## config.mk

```make
export PLATFORM = sky130hd
export DESIGN_NAME = beezip_job_arbiter_flat
export DESIGN_NICKNAME = d
export VERILOG_FILES = /design/src/rtl/beezip_job_arbiter_if.sv /design/src/rtl/beezip_job_arbiter.sv /design/src/flat_wrapper.sv
export SDC_FILE = /design/constraint.sdc
export NUM_CORES = 1
export LEC_CHECK = 0
export CAP_MARGIN = 20
export CORE_AREA = 4 4 518 520
export DETAILED_ROUTE_END_ITERATION = 12
export DIE_AREA = 0 0 522 524
export PLACE_DENSITY_LB_ADDON = 0.25
export SLEW_MARGIN = 20
export SYNTH_ARGS = -nofsm -noshare
export SYNTH_HDL_FRONTEND = slang
export SYNTH_SLANG_ARGS = --single-unit
```

## constraint.sdc

```tcl
create_clock -name clk -period 4 [get_ports clk]
set_input_delay 1.2 -clock clk [delete_from_list [all_inputs] [get_ports clk]]
set_output_delay 1.2 -clock clk [all_outputs]
set_load 0.02 [all_outputs]
```

## src/rtl/beezip_job_arbiter_if.sv

```systemverilog
// Bus bundle between the job arbiter, its requester channels and the beezip pipeline.
// slave is the arbiter's view; master is the view of whatever drives it.
interface beezip_job_arbiter_if #(
   parameter int unsigned NUM_CH      = 4,
   parameter int unsigned ISSUE_BYTES = 32,
   parameter int unsigned ADDR_W      = 32
);
   localparam int unsigned ChW = (NUM_CH > 1) ? $clog2(NUM_CH) : 1;

   logic [NUM_CH-1:0]               s_valid;
   logic [NUM_CH-1:0]               s_ready;
   logic [NUM_CH*ISSUE_BYTES*8-1:0] s_data;
   logic [NUM_CH-1:0]               s_delim;
   logic                            m_valid;
   logic                            m_ready;
   logic [ISSUE_BYTES*8-1:0]        m_data;
   logic                            m_delim;
   logic [ADDR_W-1:0]               m_head_addr;
   logic                            seq_valid;
   logic                            seq_ready;
   logic                            seq_last;
   logic [NUM_CH-1:0]               seq_ch_valid;
   logic [NUM_CH-1:0]               seq_ch_ready;
   logic [ChW-1:0]                  seq_owner;
   logic                            busy;

   modport slave (
      input  s_valid, s_data, s_delim, m_ready, seq_valid, seq_last, seq_ch_ready,
      output s_ready, m_valid, m_data, m_delim, m_head_addr, seq_ready, seq_ch_valid,
             seq_owner, busy
   );

   modport master (
      output s_valid, s_data, s_delim, m_ready, seq_valid, seq_last, seq_ch_ready,
      input  s_ready, m_valid, m_data, m_delim, m_head_addr, seq_ready, seq_ch_valid,
             seq_owner, busy
   );
endinterface

```

## src/rtl/beezip_job_arbiter.sv

```systemverilog
// Round-robin job arbiter in front of beezip: grants one channel per job, tracks job owners
// in an in-order FIFO and steers returning sequence packets back to the owning channel.
module beezip_job_arbiter #(
   parameter int unsigned NUM_CH      = 4,
   parameter int unsigned ISSUE_BYTES = 32,
   parameter int unsigned ADDR_W      = 32,
   parameter int unsigned OWNER_DEPTH = 8
) (
   input logic                  clk,
   input logic                  rst,
   beezip_job_arbiter_if.slave  bus
);
   localparam int unsigned DataW = ISSUE_BYTES * 8;
   localparam int unsigned ChW   = (NUM_CH > 1) ? $clog2(NUM_CH) : 1;
   localparam int unsigned PtrW  = (OWNER_DEPTH > 1) ? $clog2(OWNER_DEPTH) : 1;
   localparam int unsigned CntW  = PtrW + 1;

   typedef enum logic [0:0] {StIdle, StGrant} state_e;

   state_e          state_q;
   logic [ChW-1:0]  g_q;
   logic [ChW-1:0]  last_grant_q;
   logic [ADDR_W-1:0] head_addr_q;
   logic [ChW-1:0]  owner_q [OWNER_DEPTH];
   logic [PtrW-1:0] wr_ptr_q;
   logic [PtrW-1:0] rd_ptr_q;
   logic [CntW-1:0] count_q;

   logic           found;
   logic [ChW-1:0] pick;
   logic [ChW-1:0] cand;
   logic           grant_ok;
   logic           push;
   logic           pop;
   logic           beat;
   logic           fifo_empty;
   logic [ChW-1:0] head;

   // Round-robin search starting just after the last channel that finished a job.
   always_comb begin
      found = 1'b0;
      pick  = '0;
      cand  = '0;
      for (int unsigned k = 1; k <= NUM_CH; k++) begin
         cand = ChW'((32'(last_grant_q) + k) % NUM_CH);
         if (!found && bus.s_valid[cand]) begin
            found = 1'b1;
            pick  = cand;
         end
      end
   end

   assign fifo_empty = (count_q == '0);
   assign head       = owner_q[rd_ptr_q];
   // Full check deliberately ignores a same-cycle pop.
   assign grant_ok   = (state_q == StIdle) && found && (count_q < CntW'(OWNER_DEPTH));
   assign push       = grant_ok;

   always_comb begin
      bus.m_valid = 1'b0;
      bus.m_data  = '0;
      bus.m_delim = 1'b0;
      bus.s_ready = '0;
      if (state_q == StGrant) begin
         bus.m_valid        = bus.s_valid[g_q];
         bus.m_data         = bus.s_data[32'(g_q) * DataW +: DataW];
         bus.m_delim        = bus.s_delim[g_q];
         bus.s_ready[g_q]   = bus.m_ready;
      end
   end

   assign beat            = bus.m_valid && bus.m_ready;
   assign bus.m_head_addr = head_addr_q;

   always_comb begin
      bus.seq_ch_valid = '0;
      bus.seq_ready    = 1'b0;
      bus.seq_owner    = '0;
      if (!fifo_empty) begin
         bus.seq_owner          = head;
         bus.seq_ch_valid[head] = bus.seq_valid;
         bus.seq_ready          = bus.seq_ch_ready[head];
      end
   end

   assign pop      = bus.seq_valid && bus.seq_ready && bus.seq_last;
   assign bus.busy = (state_q == StGrant) || !fifo_empty;

   always_ff @(posedge clk) begin
      if (rst) begin
         state_q      <= StIdle;
         g_q          <= '0;
         last_grant_q <= ChW'(NUM_CH - 1);
         head_addr_q  <= '0;
         wr_ptr_q     <= '0;
         rd_ptr_q     <= '0;
         count_q      <= '0;
      end else begin
         unique case (state_q)
            StIdle: begin
               if (grant_ok) begin
                  g_q     <= pick;
                  state_q <= StGrant;
               end
            end
            StGrant: begin
               if (beat) begin
                  head_addr_q <= head_addr_q + ADDR_W'(ISSUE_BYTES);
                  if (bus.m_delim) begin
                     last_grant_q <= g_q;
                     state_q      <= StIdle;
                  end
               end
            end
            default: state_q <= StIdle;
         endcase
         if (push) begin
            owner_q[wr_ptr_q] <= pick;
            wr_ptr_q          <= wr_ptr_q + 1'b1;
         end
         if (pop) begin
            rd_ptr_q <= rd_ptr_q + 1'b1;
         end
         if (push && !pop) begin
            count_q <= count_q + 1'b1;
         end else if (pop && !push) begin
            count_q <= count_q - 1'b1;
         end
      end
   end

   assert property (@(posedge clk) disable iff (rst) !(pop && fifo_empty))
      else $error("owner FIFO popped while empty");
   assert property (@(posedge clk) disable iff (rst) !(push && !pop &&
                                                        count_q == CntW'(OWNER_DEPTH)))
      else $error("owner FIFO pushed while full");
endmodule

```

## src/flat_wrapper.sv

```systemverilog
// flat-port wrapper written by rule: the top's interface ports become plain ports
module beezip_job_arbiter_flat 
#(
   parameter int unsigned NUM_CH      = 4,
   parameter int unsigned ISSUE_BYTES = 32,
   parameter int unsigned ADDR_W      = 32,
   parameter int unsigned OWNER_DEPTH = 8
)
  (clk, rst, bus_s_valid, bus_s_data, bus_s_delim, bus_m_ready, bus_seq_valid, bus_seq_last, bus_seq_ch_ready, bus_s_ready, bus_m_valid, bus_m_data, bus_m_delim, bus_m_head_addr, bus_seq_ready, bus_seq_ch_valid, bus_seq_owner, bus_busy);
  beezip_job_arbiter_if #(.NUM_CH(NUM_CH), .ISSUE_BYTES(ISSUE_BYTES), .ADDR_W(ADDR_W)) bus_i ();
  input logic clk;
  input logic rst;
  input wire logic [$bits(bus_i.s_valid)-1:0] bus_s_valid;
  input wire logic [$bits(bus_i.s_data)-1:0] bus_s_data;
  input wire logic [$bits(bus_i.s_delim)-1:0] bus_s_delim;
  input wire logic [$bits(bus_i.m_ready)-1:0] bus_m_ready;
  input wire logic [$bits(bus_i.seq_valid)-1:0] bus_seq_valid;
  input wire logic [$bits(bus_i.seq_last)-1:0] bus_seq_last;
  input wire logic [$bits(bus_i.seq_ch_ready)-1:0] bus_seq_ch_ready;
  output wire logic [$bits(bus_i.s_ready)-1:0] bus_s_ready;
  output wire logic [$bits(bus_i.m_valid)-1:0] bus_m_valid;
  output wire logic [$bits(bus_i.m_data)-1:0] bus_m_data;
  output wire logic [$bits(bus_i.m_delim)-1:0] bus_m_delim;
  output wire logic [$bits(bus_i.m_head_addr)-1:0] bus_m_head_addr;
  output wire logic [$bits(bus_i.seq_ready)-1:0] bus_seq_ready;
  output wire logic [$bits(bus_i.seq_ch_valid)-1:0] bus_seq_ch_valid;
  output wire logic [$bits(bus_i.seq_owner)-1:0] bus_seq_owner;
  output wire logic [$bits(bus_i.busy)-1:0] bus_busy;
  assign bus_i.s_valid = bus_s_valid;
  assign bus_i.s_data = bus_s_data;
  assign bus_i.s_delim = bus_s_delim;
  assign bus_i.m_ready = bus_m_ready;
  assign bus_i.seq_valid = bus_seq_valid;
  assign bus_i.seq_last = bus_seq_last;
  assign bus_i.seq_ch_ready = bus_seq_ch_ready;
  assign bus_s_ready = bus_i.s_ready;
  assign bus_m_valid = bus_i.m_valid;
  assign bus_m_data = bus_i.m_data;
  assign bus_m_delim = bus_i.m_delim;
  assign bus_m_head_addr = bus_i.m_head_addr;
  assign bus_seq_ready = bus_i.seq_ready;
  assign bus_seq_ch_valid = bus_i.seq_ch_valid;
  assign bus_seq_owner = bus_i.seq_owner;
  assign bus_busy = bus_i.busy;
  beezip_job_arbiter #(.NUM_CH(NUM_CH), .ISSUE_BYTES(ISSUE_BYTES), .ADDR_W(ADDR_W), .OWNER_DEPTH(OWNER_DEPTH)) u_core (.clk(clk), .rst(rst), .bus(bus_i));
endmodule
```

==> results of run 1 <==
## worst max path at each step
stage                              to  slack [ns]  cells past startpoint
floorplan           u_core.count_q[3]        0.77                     13
global placement       bus_m_data[99]       -0.45                      4
detailed placement     bus_m_data[99]       -0.43                      4
CTS                    bus_s_ready[1]      0.0002                      6
global route           bus_m_data[34]       0.006                      4
finish                bus_m_data[190]       -0.01                      4
## metal layers
metal / vias up / share of wire [%] / track usage [%]
li1: 6315 / - / -
met4: 292 / 2.9 / 2.33
met2: 1512 / 45 / 25.6
met3: 747 / 17 / 12.3
met5: - / 0.82 / 0
met1: 7865 / 34 / 16.0
## layout make-up
class	instances	share of cell area, %
multi-input combinational	736	30.5
clock buffer	12	0.878
timing repair buffer	1437	48.1
sequential	61	4.78
tap	3533	15.1
antenna	61	0.523
inverter	3	0.0386
clock inverter	4	0.103
## flip-flops by register name (all words and copies together) (netlist names), named ones only
register                count
u_core.bus.m_head_addr     27
u_core.last_grant_q         2
u_core.state_q              1
u_core.g_q                  2
u_core.count_q              4
u_core.rd_ptr_q             3
u_core.wr_ptr_q             3
u_core.owner_q             16
## what timing repair did
item / 4_1_cts / 5_1_grt
cloned: 0 / 0
gates resized for setup: 175 / 8
setup endpoints to repair: 162 / 8
buffers inserted: 1 / 0
## placed cells by master (no fill, tap or decap), types with 4 or more instances in the layout
cell type                            n
sky130_fd_sc_hd__buf_4             174
sky130_fd_sc_hd__xnor2_1            10
sky130_fd_sc_hd__nor2_1             53
sky130_fd_sc_hd__nand2b_1            7
sky130_fd_sc_hd__mux2_1              6
sky130_fd_sc_hd__clkdlybuf4s50_1  1059
sky130_fd_sc_hd__conb_1              5
sky130_fd_sc_hd__ha_1                6
sky130_fd_sc_hd__nand3_1            11
sky130_fd_sc_hd__nor2b_1             4
sky130_fd_sc_hd__nand4_1             5
sky130_fd_sc_hd__and3_1              7
sky130_fd_sc_hd__xor2_1             16
sky130_fd_sc_hd__o21ai_0             4
sky130_fd_sc_hd__nor3_1              4
sky130_fd_sc_hd__a21oi_1            11
sky130_fd_sc_hd__diode_2            61
sky130_fd_sc_hd__dlygate4sd2_1     164
sky130_fd_sc_hd__dfxtp_4             4
sky130_fd_sc_hd__or3_1               4
sky130_fd_sc_hd__clkbuf_16           9
sky130_fd_sc_hd__dfxtp_1            41
sky130_fd_sc_hd__nor4_1              6
sky130_fd_sc_hd__edfxtp_1           16
sky130_fd_sc_hd__mux2i_1             6
sky130_fd_sc_hd__and2_1            264
sky130_fd_sc_hd__dlymetal6s2s_1      8
sky130_fd_sc_hd__and4_1              8
sky130_fd_sc_hd__mux4_2            261
sky130_fd_sc_hd__nand2_1            17
sky130_fd_sc_hd__buf_12             28
## Yosys cell counts (4+ instances only)
cell / count
sky130_fd_sc_hd__xnor2_1: 10
sky130_fd_sc_hd__nand2_1: 17
sky130_fd_sc_hd__nor2b_1: 4
sky130_fd_sc_hd__ha_1: 6
sky130_fd_sc_hd__and2_1: 265
sky130_fd_sc_hd__nor3_1: 4
sky130_fd_sc_hd__and3_1: 7
sky130_fd_sc_hd__mux2i_1: 6
sky130_fd_sc_hd__clkbuf_1: 65
sky130_fd_sc_hd__mux2_1: 6
sky130_fd_sc_hd__and4_1: 8
sky130_fd_sc_hd__edfxtp_1: 16
sky130_fd_sc_hd__nor2_1: 53
sky130_fd_sc_hd__dfxtp_1: 45
sky130_fd_sc_hd__buf_2: 20
sky130_fd_sc_hd__or3_1: 4
sky130_fd_sc_hd__buf_4: 5
sky130_fd_sc_hd__o21ai_0: 4
sky130_fd_sc_hd__nand4_1: 5
sky130_fd_sc_hd__a21oi_1: 11
sky130_fd_sc_hd__mux4_2: 261
sky130_fd_sc_hd__nand3_1: 11
sky130_fd_sc_hd__nand2b_1: 7
sky130_fd_sc_hd__buf_1: 11
sky130_fd_sc_hd__xor2_1: 16
sky130_fd_sc_hd__nor4_1: 6
## report_power, final
part / leakage (nW) / internal, mW / switching, mW
Sequential: 0.514 / 0.695 / 0.105
Combinational: 9.28 / 3.69 / 3.66
Clock: 0.136 / 0.455 / 0.315
Total: 9.93 / 4.84 / 4.09
## critical path: cells and delay by family
family | cells | cell delay [ns]
mux | 1 | 0.57
simple gates | 1 | 0.19
buf+inv | 2 | 0.85
## per-stage QoR
step	setup WS, ns	util [%]
3_5_place_dp	-0.431	11.0
5_1_grt	0.00558	11.0
6_report	-0.0144	11.1
3_3_place_gp	-0.448	11.0
2_1_floorplan	0.775	-
4_1_cts	0.000237	11.0
## cell families (layout without fill, tap and decap cells)
| group | after synthesis | count (layout) | share of synthesized area [%] |
|---|---|---|---|
| adder cells (fa/ha/maj) | 7 | 7 | 0.888 |
| flip-flops | 61 | 61 | 12.9 |
| AO/OA/AOI/OAI | 22 | 22 | 1.24 |
| other | 1 | 66 | 0.0350 |
| multiplexers | 278 | 278 | 56.9 |
| buffers and inverters | 105 | 1456 | 4.16 |
| AND/OR/NAND/NOR | 398 | 398 | 21.8 |
| XOR/XNOR | 26 | 26 | 2.13 |
==> flow_summary.json, run 1 <==
{
  "ys_async_sr_fraction_pct": 0,
  "num_vias": 16700,
  "slew_viol_final": 0,
  "worst_slack_ns": -0.0144,
  "critPathRequiredTime_ns": 2.80,
  "drive_above_1_share_pct": 21.8,
  "cellLeakagePower_nw": 9.93,
  "root_buffer": "sky130_fd_sc_hd__clkbuf_16",
  "hold_violation_count_in_the_final_report": 0,
  "hpwlAfterDp_um": 212000,
  "layout.cell_area.non_filler_um2": 29200,
  "ys.warnings.count": 0,
  "worstSetupStartpoint": "bus_s_data[702]",
  "top_level_ports": 1343,
  "worst-endpoint-arrival_ns": 2.81,
  "finalPower_mw": 8.92,
  "timing.fmax_mhz": 249,
  "layout-area-overhead-vs-synth_pct": 173,
  "detail-route-antenna-nets": 0,
  "regToRegSetupSlack_ns": 0.50,
  "status": "complete, but fails checks",
  "critPathSlowestCell": "sky130_fd_sc_hd__mux4_2",
  "whs_ns": 0.519,
  "worstSetupPathType": "primary input to output port",
  "combined_area_of_the_multi_input_logic_cells_um2": 8900,
  "critical_path.startpoint_type": "primary input",
  "grtUsageTotal_pct": 15.7,
  "yosys-top-cells-area": "sky130_fd_sc_hd__mux4_2 55%, sky130_fd_sc_hd__and2_1 15%, sky130_fd_sc_hd__dfxtp_1 8.4%, sky130_fd_sc_hd__edfxtp_1 4.5%, sky130_fd_sc_hd__clkbuf_1 2.3%",
  "post_dr_wirelength_cell_um": 38.6,
  "buffer_ports.inserted": 1337,
  "synth_cell_type_count": 46,
  "worst_clock_skew_ns": 0.00815,
  "grt_remaining_overflow": 0,
  "wl_um": 226000,
  "clock_tree.buffer_depth": 2,
  "whs_endpoint": "u_core.rd_ptr_q[1]",
  "powerDensity_nw_per_um2": 305,
  "insertion_delay_ns": 0.36,
  "timing.critical_path.slowest_cell_delay_ns": 0.57,
  "worstHoldPathCells": 2,
  "post_synth_inst_count": 898,
  "final_cell_count_no_fill": 5847,
  "cts_sinks": 61,
  "clk_pin_slew_worst_paths_ns": 0.06,
  "worst_setup_path_end_kind": "output port",
  "core.rowCount": 189,
  "synthFlopType": "sky130_fd_sc_hd__dfxtp_1",
  "max_cap_viol_count": 0,
  "synth.ff_latch_count": 61,
  "area.sequential_um2": 1400,
  "synth.cell_area_um2": 10700,
  "die-height_um": 524,
  "floorplan.die_area_um2": 274000,
  "worst-slew-pin-transition_ns": 0.691,
  "critical_path_peak_fanout": 1,
  "synth_area_per_cell_um2": 11.9,
  "setup_repair_after_global_routing_missed_its_margin": "false",
  "wire_length_of_the_first_global_routing_pass_um": 260000,
  "failed_checks": "setup timing",
  "report.final.setup_viol": 2,
  "hold_buffer_count_at_cts": 0,
  "synth_top_area_cell": "sky130_fd_sc_hd__mux4_2",
  "cts_made_buffers": 9,
  "final.period_utilization_pct": 100,
  "ratio_of_routed_vias_to_standard_cells": 2.86,
  "first_global_vias": 16200,
  "finalCriticalPeriod_ns": 4.01,
  "placed_cells": 5769,
  "grt_max_degree": 69,
  "placed_standard_cell_area_um2": 28900,
  "core_um2": 264000,
  "vdd_ir_max_v": 0.000167,
  "r2r_end": "u_core.count_q[3]",
  "worstHoldStart": "u_core.rd_ptr_q[1]",
  "die-width_um": 522,
  "synth_top_area_share_pct": 54.9,
  "worstRegToRegCells": 13,
  "post_synth_edffs": 16,
  "clock_tree_from_tritoncts": "done",
  "synth.yosys.seq_area_share_pct": 12.9,
  "setup_total_negative_slack_ns": -0.0239,
  "min_path_type": "flip-flop to flip-flop",
  "firstDrtPassIters": 5,
  "filler_cell_count": 30500,
  "final_nets": 3296,
  "worst_slew_margin_rel_pct": 53.9,
  "floorplan.initialDensity_pct": 4.05,
  "gp_congestion": 0.923,
  "drtIter0Drc": 1171,
  "htree_levels": 3,
  "grt_antenna_before_repair": 412,
  "drc_errors": 0,
  "crit_chain": "clkdlybuf4s50_1 > mux4_2 > and2_1 > dlygate4sd2_1"
}
No activity file was read; power rests on OpenSTA's default activity.
==> run 2: changes to the inputs <==
- CORE_AREA: 4 4 518 520 -> 3 3 517 519
- CTS_BUF_LIST: not set -> sky130_fd_sc_hd__clkbuf_8
- DIE_AREA: 0 0 522 524 -> 0 0 520 522
==> flow_summary.json, run 2 (synthesized netlist as in run 1, its figures left out) <==
{
  "status": "complete, no violations",
  "first_global_vias": 16000,
  "hpwlAfterDp_um": 211000,
  "whs_ns": 0.501,
  "hold_buffer_count_at_cts": 0,
  "final.period_utilization_pct": 100,
  "wl_um": 224000,
  "top_level_ports": 1343,
  "grt_remaining_overflow": 0,
  "firstDrtPassIters": 5,
  "worstSetupPathType": "primary input to output port",
  "grt_antenna_before_repair": 402,
  "critical_path_peak_fanout": 1,
  "worst_clock_skew_ns": 0.0195,
  "floorplan.initialDensity_pct": 4.08,
  "layout-area-overhead-vs-synth_pct": 172,
  "die-height_um": 522,
  "buffer_ports.inserted": 1337,
  "core_um2": 263000,
  "core.rowCount": 188,
  "ratio_of_routed_vias_to_standard_cells": 2.84,
  "detail-route-antenna-nets": 0,
  "insertion_delay_ns": 0.40,
  "hold_violation_count_in_the_final_report": 0,
  "gp_congestion": 0.948,
  "drtIter0Drc": 1129,
  "crit_chain": "clkdlybuf4s50_1 > mux4_2 > and2_1 > dlygate4sd2_1",
  "timing.critical_path.slowest_cell_delay_ns": 0.52,
  "regToRegSetupSlack_ns": 0.51,
  "worst-endpoint-arrival_ns": 2.80,
  "largest_register_ffs": 27,
  "wire_length_of_the_first_global_routing_pass_um": 261000,
  "floorplan.die_area_um2": 271000,
  "most-common-layout-cells": "1050 x sky130_fd_sc_hd__clkdlybuf4s50_1, 264 x sky130_fd_sc_hd__and2_1, 261 x sky130_fd_sc_hd__mux4_2",
  "worst-slew-pin-transition_ns": 0.826,
  "placed_standard_cell_area_um2": 28900,
  "critical_path.startpoint_type": "primary input",
  "finalCriticalPeriod_ns": 4.00,
  "cellLeakagePower_nw": 9.92,
  "core_utilization_of_the_finished_layout_pct": 11.1,
  "setup_repair_after_global_routing_missed_its_margin": "false",
  "htree_levels": 3,
  "root_buffer": "sky130_fd_sc_hd__clkbuf_8",
  "drc_errors": 0,
  "cts_sinks": 61,
  "grt_max_degree": 56,
  "critPathSlowestCell": "sky130_fd_sc_hd__mux4_2",
  "layout.cell_area.non_filler_um2": 29100,
  "report.final.setup_viol": 0,
  "die-width_um": 520,
  "layout_commonest_cell": "sky130_fd_sc_hd__clkdlybuf4s50_1",
  "worst_setup_path_end_kind": "output port",
  "num_vias": 16500,
  "grtUsageTotal_pct": 15.8,
  "final_nets": 3281,
  "max_cap_viol_count": 0,
  "finalPower_mw": 8.66,
  "slew_viol_final": 0,
  "min_path_type": "flip-flop to flip-flop",
  "clock_tree.buffer_depth": 2,
  "timing.fmax_mhz": 250,
  "post_dr_wirelength_cell_um": 38.4,
  "worst_slew_margin_rel_pct": 44.5,
  "worstHoldStart": "u_core.rd_ptr_q[1]",
  "clock_tree_from_tritoncts": "done",
  "vdd_ir_max_v": 0.000146,
  "powerDensity_nw_per_um2": 298,
  "drive_above_1_share_pct": 21.0,
  "critPathRequiredTime_ns": 2.80,
  "clk_pin_slew_worst_paths_ns": 0.09,
  "worstSetupStartpoint": "bus_s_data[704]",
  "cts_made_buffers": 9
}
run 2: changes by cell type in the layout (fill, tap and decap cells not counted), sizes merged:
cell,before,now
clkbuf,12,9
dlymetal6s2s,8,13
buf,203,179
bufinv,0,1
inv,5,6
diode,61,68
dlygate4sd2,164,177
clkinv,0,1
clkdlybuf4s50,1059,1050
run 2: final cells by class:
cell class              instances  area (µm²)
fillers                     30200      233000
diodes                         68         170
flip-flops and latches         61        1400
multi-input cells             736        8900
inverters                       3        11.3
clock buffers                   9         124
clock inverters                 7        82.6
repair buffers               1422       14000
well taps                    3515        4400
run 2: power breakdown:
part	internal (mW)	leakage, nW	switching (mW)	total [mW]
registers	0.694	0.514	0.101	0.795
clock network	0.297	0.0988	0.328	0.625
logic	3.63	9.31	3.61	7.24
total	4.62	9.92	4.04	8.66
run 2: stage by stage:
step                worst slack, ns  setup TNS (ns)  std cells
floorplan                     0.775               0        902
global placement             -0.416          -17.35       5734
detailed placement           -0.386          -16.38       5734
CTS                        0.000542               0       5753
global route                0.00109               0       5769
finish                      0.00122               0       5821
run 2: final timing paths:
check / to / cells after the start
worst max-delay path: bus_m_data[192] / 4
worst min-delay path: flip-flop / 2
worst max register to register: u_core.count_q[3] / 13
worst min register to register: flip-flop / 2
run 2: worst max-delay path, delay by kind of cell:
kind / cells / cell delay [ns]
muxes: 1 / 0.52
and+or+nand+nor: 1 / 0.22
buffers and inverters: 2 / 0.85
run 2: per-layer routing:
layer,up-vias,part of all wire [%],GRT usage [%]
met2,1453,47,27.1
met4,230,2.3,1.36
met1,7907,35,16.8
li1,6295,-,-
met3,658,15,10.1
met5,-,0.68,0
run 2: repair_timing:
action | in CTS | in global routing
resized for setup | 188 | 14
pin swaps | 1 | 0
setup endpoints to repair | 161 | 13
setup buffers | 3 | 0
==> run 3: changes to the inputs <==
- CORE_AREA: 3 3 517 519 -> 3 3 529 531
- DIE_AREA: 0 0 520 522 -> 0 0 532 534
- clock period: 4 -> 5 ns (I/O delays scaled with it)
==> flow_summary.json, run 3 (synthesized netlist as in run 1, its figures left out) <==
{
  "core.rowCount": 193,
  "grt_antenna_before_repair": 395,
  "min_path_type": "flip-flop to flip-flop",
  "regToRegSetupSlack_ns": 1.37,
  "worstHoldPathCells": 2,
  "htree_levels": 3,
  "final_cell_count_no_fill": 5946,
  "worstSetupPathType": "primary input to output port",
  "first_global_vias": 15800,
  "worstHoldStart": "u_core.bus.m_head_addr[18]",
  "insertion_delay_ns": 0.36,
  "finalCriticalPeriod_ns": 4.90,
  "cts_made_buffers": 9,
  "worstRegToRegCells": 12,
  "core_utilization_of_the_finished_layout_pct": 10.5,
  "whs_ns": 0.524,
  "firstDrtPassIters": 5,
  "core_um2": 276000,
  "grtUsageTotal_pct": 15.0,
  "wl_um": 222000,
  "finalPower_mw": 6.96,
  "worst-endpoint-arrival_ns": 3.40,
  "placed_standard_cell_area_um2": 28700,
  "global_routing_usage_on_met2_pct": 24.6,
  "final_nets": 3236,
  "wire_length_of_the_first_global_routing_pass_um": 259000,
  "ratio_of_routed_vias_to_standard_cells": 2.73,
  "cellLeakagePower_nw": 8.77,
  "critPathRequiredTime_ns": 3.50,
  "top_level_ports": 1343,
  "setup_total_negative_slack_ns": 0,
  "num_vias": 16300,
  "floorplan.initialDensity_pct": 3.88,
  "worst_setup_path_end_kind": "output port",
  "layout-area-overhead-vs-synth_pct": 171,
  "die-height_um": 534,
  "clk_pin_slew_worst_paths_ns": 0.07,
  "hpwlAfterDp_um": 208000,
  "clock_tree_from_tritoncts": "done",
  "vdd_ir_max_v": 0.0000971,
  "r2r_end": "u_core.count_q[3]",
  "slew_viol_final": 0,
  "critPathSlowestCell": "sky130_fd_sc_hd__clkdlybuf4s50_1",
  "clock_tree.buffer_depth": 2,
  "drive_above_1_share_pct": 17.0,
  "setup_repair_after_global_routing_missed_its_margin": "false",
  "whs_endpoint": "u_core.bus.m_head_addr[18]",
  "largest_register_ffs": 27,
  "drc_errors": 0,
  "worst_slew_margin_rel_pct": 45.7,
  "post_dr_wirelength_cell_um": 37.4,
  "layout_commonest_cell": "sky130_fd_sc_hd__clkdlybuf4s50_1",
  "root_buffer": "sky130_fd_sc_hd__clkbuf_8",
  "drtIter0Drc": 1027,
  "critical_path.startpoint_type": "primary input",
  "grt-busiest-layer": "met2",
  "crit_top_cell": "sky130_fd_sc_hd__clkdlybuf4s50_1",
  "report.final.setup_viol": 0,
  "worst_clock_skew_ns": 0.0166,
  "hold_violation_count_in_the_final_report": 0,
  "postCtsSetupRepairBufs": 0,
  "floorplan.die_area_um2": 284000,
  "layout.cell_area.non_filler_um2": 29000,
  "buffer_ports.inserted": 1337,
  "timing.critical_path.max_delay_family": "buffers and inverters",
  "timing.critical_path.slowest_cell_delay_ns": 0.58,
  "grt_remaining_overflow": 0,
  "die-width_um": 532,
  "number_of_buffer_and_inverter_stages_on_the_critical_path": 2,
  "cts_sinks": 61,
  "groute.layer.met1.usage_pct": 16.0,
  "most-common-layout-cells": "1286 x sky130_fd_sc_hd__clkdlybuf4s50_1, 265 x sky130_fd_sc_hd__and2_1, 261 x sky130_fd_sc_hd__mux4_2",
  "critical_path_peak_fanout": 2,
  "crit_chain": "clkdlybuf4s50_1 > mux4_2 > and2_1 > clkdlybuf4s50_1",
  "status": "complete, no violations",
  "gp_congestion": 0.971,
  "worst_slack_ns": 0.102,
  "worst-slew-pin-transition_ns": 0.814,
  "final.period_utilization_pct": 98.0,
  "powerDensity_nw_per_um2": 240,
  "pre_cts_slack_ns": -0.115,
  "detail-route-antenna-nets": 0,
  "grt_max_degree": 84,
  "max_cap_viol_count": 0,
  "timing.fmax_mhz": 204,
  "placed_cells": 5882,
  "globalRouteMet3Util_pct": 11.2
}
[run 3: final cells by class]
class | count | area, µm²
clock buffer | 9 | 124
inverter | 3 | 11.3
timing repair buffer | 1377 | 13800
multi-input combinational | 736 | 8890
clock inverter | 7 | 56.3
sequential | 61 | 1390
fill | 31800 | 247000
antenna | 48 | 120
tap | 3705 | 4640
[run 3: how the worst max path moves through the flow]
stage | startpoint | endpoint | slack (ns) | depth (start not counted)
global route | bus_s_data[701] | bus_m_data[189] | 0.07 | 4
finish | bus_s_data[410] | bus_m_data[154] | 0.10 | 4
CTS | bus_s_data[419] | bus_m_data[163] | 0.07 | 4
floorplan | bus_seq_ch_ready[3] | bus_seq_ready | 1.25 | 2
global placement | bus_s_data[781] | bus_m_data[13] | -0.12 | 4
detailed placement | bus_s_data[781] | bus_m_data[13] | -0.12 | 4
[run 3: repair_timing]
action	in CTS	in global routing
hold endpoints to repair	0	0
resized for setup	3	1
gates cloned	0	0
endpoints found under the setup margin	2	1
hold buffers	0	0
[run 3: power by group]
group	internal (mW)	leakage, nW	total, mW	switching, mW
combinational	3.01	8.16	5.88	2.87
clock	0.187	0.0913	0.429	0.242
sequential	0.555	0.513	0.658	0.103
total	3.75	8.77	6.96	3.21
[run 3: metal layers]
metal / routed length, µm / vias to the layer above / part of all wire, %
li1: - / 6180 / -
met1: 79200 / 7720 / 36
met2: 100000 / 1416 / 45
met3: 36700 / 644 / 17
met4: 4080 / 294 / 1.8
met5: 1900 / - / 0.85
[run 3: worst reg2reg max path, cell delays in order (launching register included)]
cell	delay, ns
sky130_fd_sc_hd__dfxtp_1	0.57
sky130_fd_sc_hd__mux2_1	0.38
sky130_fd_sc_hd__mux4_2	0.54
sky130_fd_sc_hd__mux4_2	0.53
sky130_fd_sc_hd__nand2_4	0.13
sky130_fd_sc_hd__ha_1	0.18
sky130_fd_sc_hd__inv_1	0.09
sky130_fd_sc_hd__ha_1	0.28
sky130_fd_sc_hd__a21o_1	0.18
sky130_fd_sc_hd__a21oi_1	0.17
sky130_fd_sc_hd__xnor2_1	0.09
sky130_fd_sc_hd__or3_1	0.30
sky130_fd_sc_hd__a21oi_1	0.14
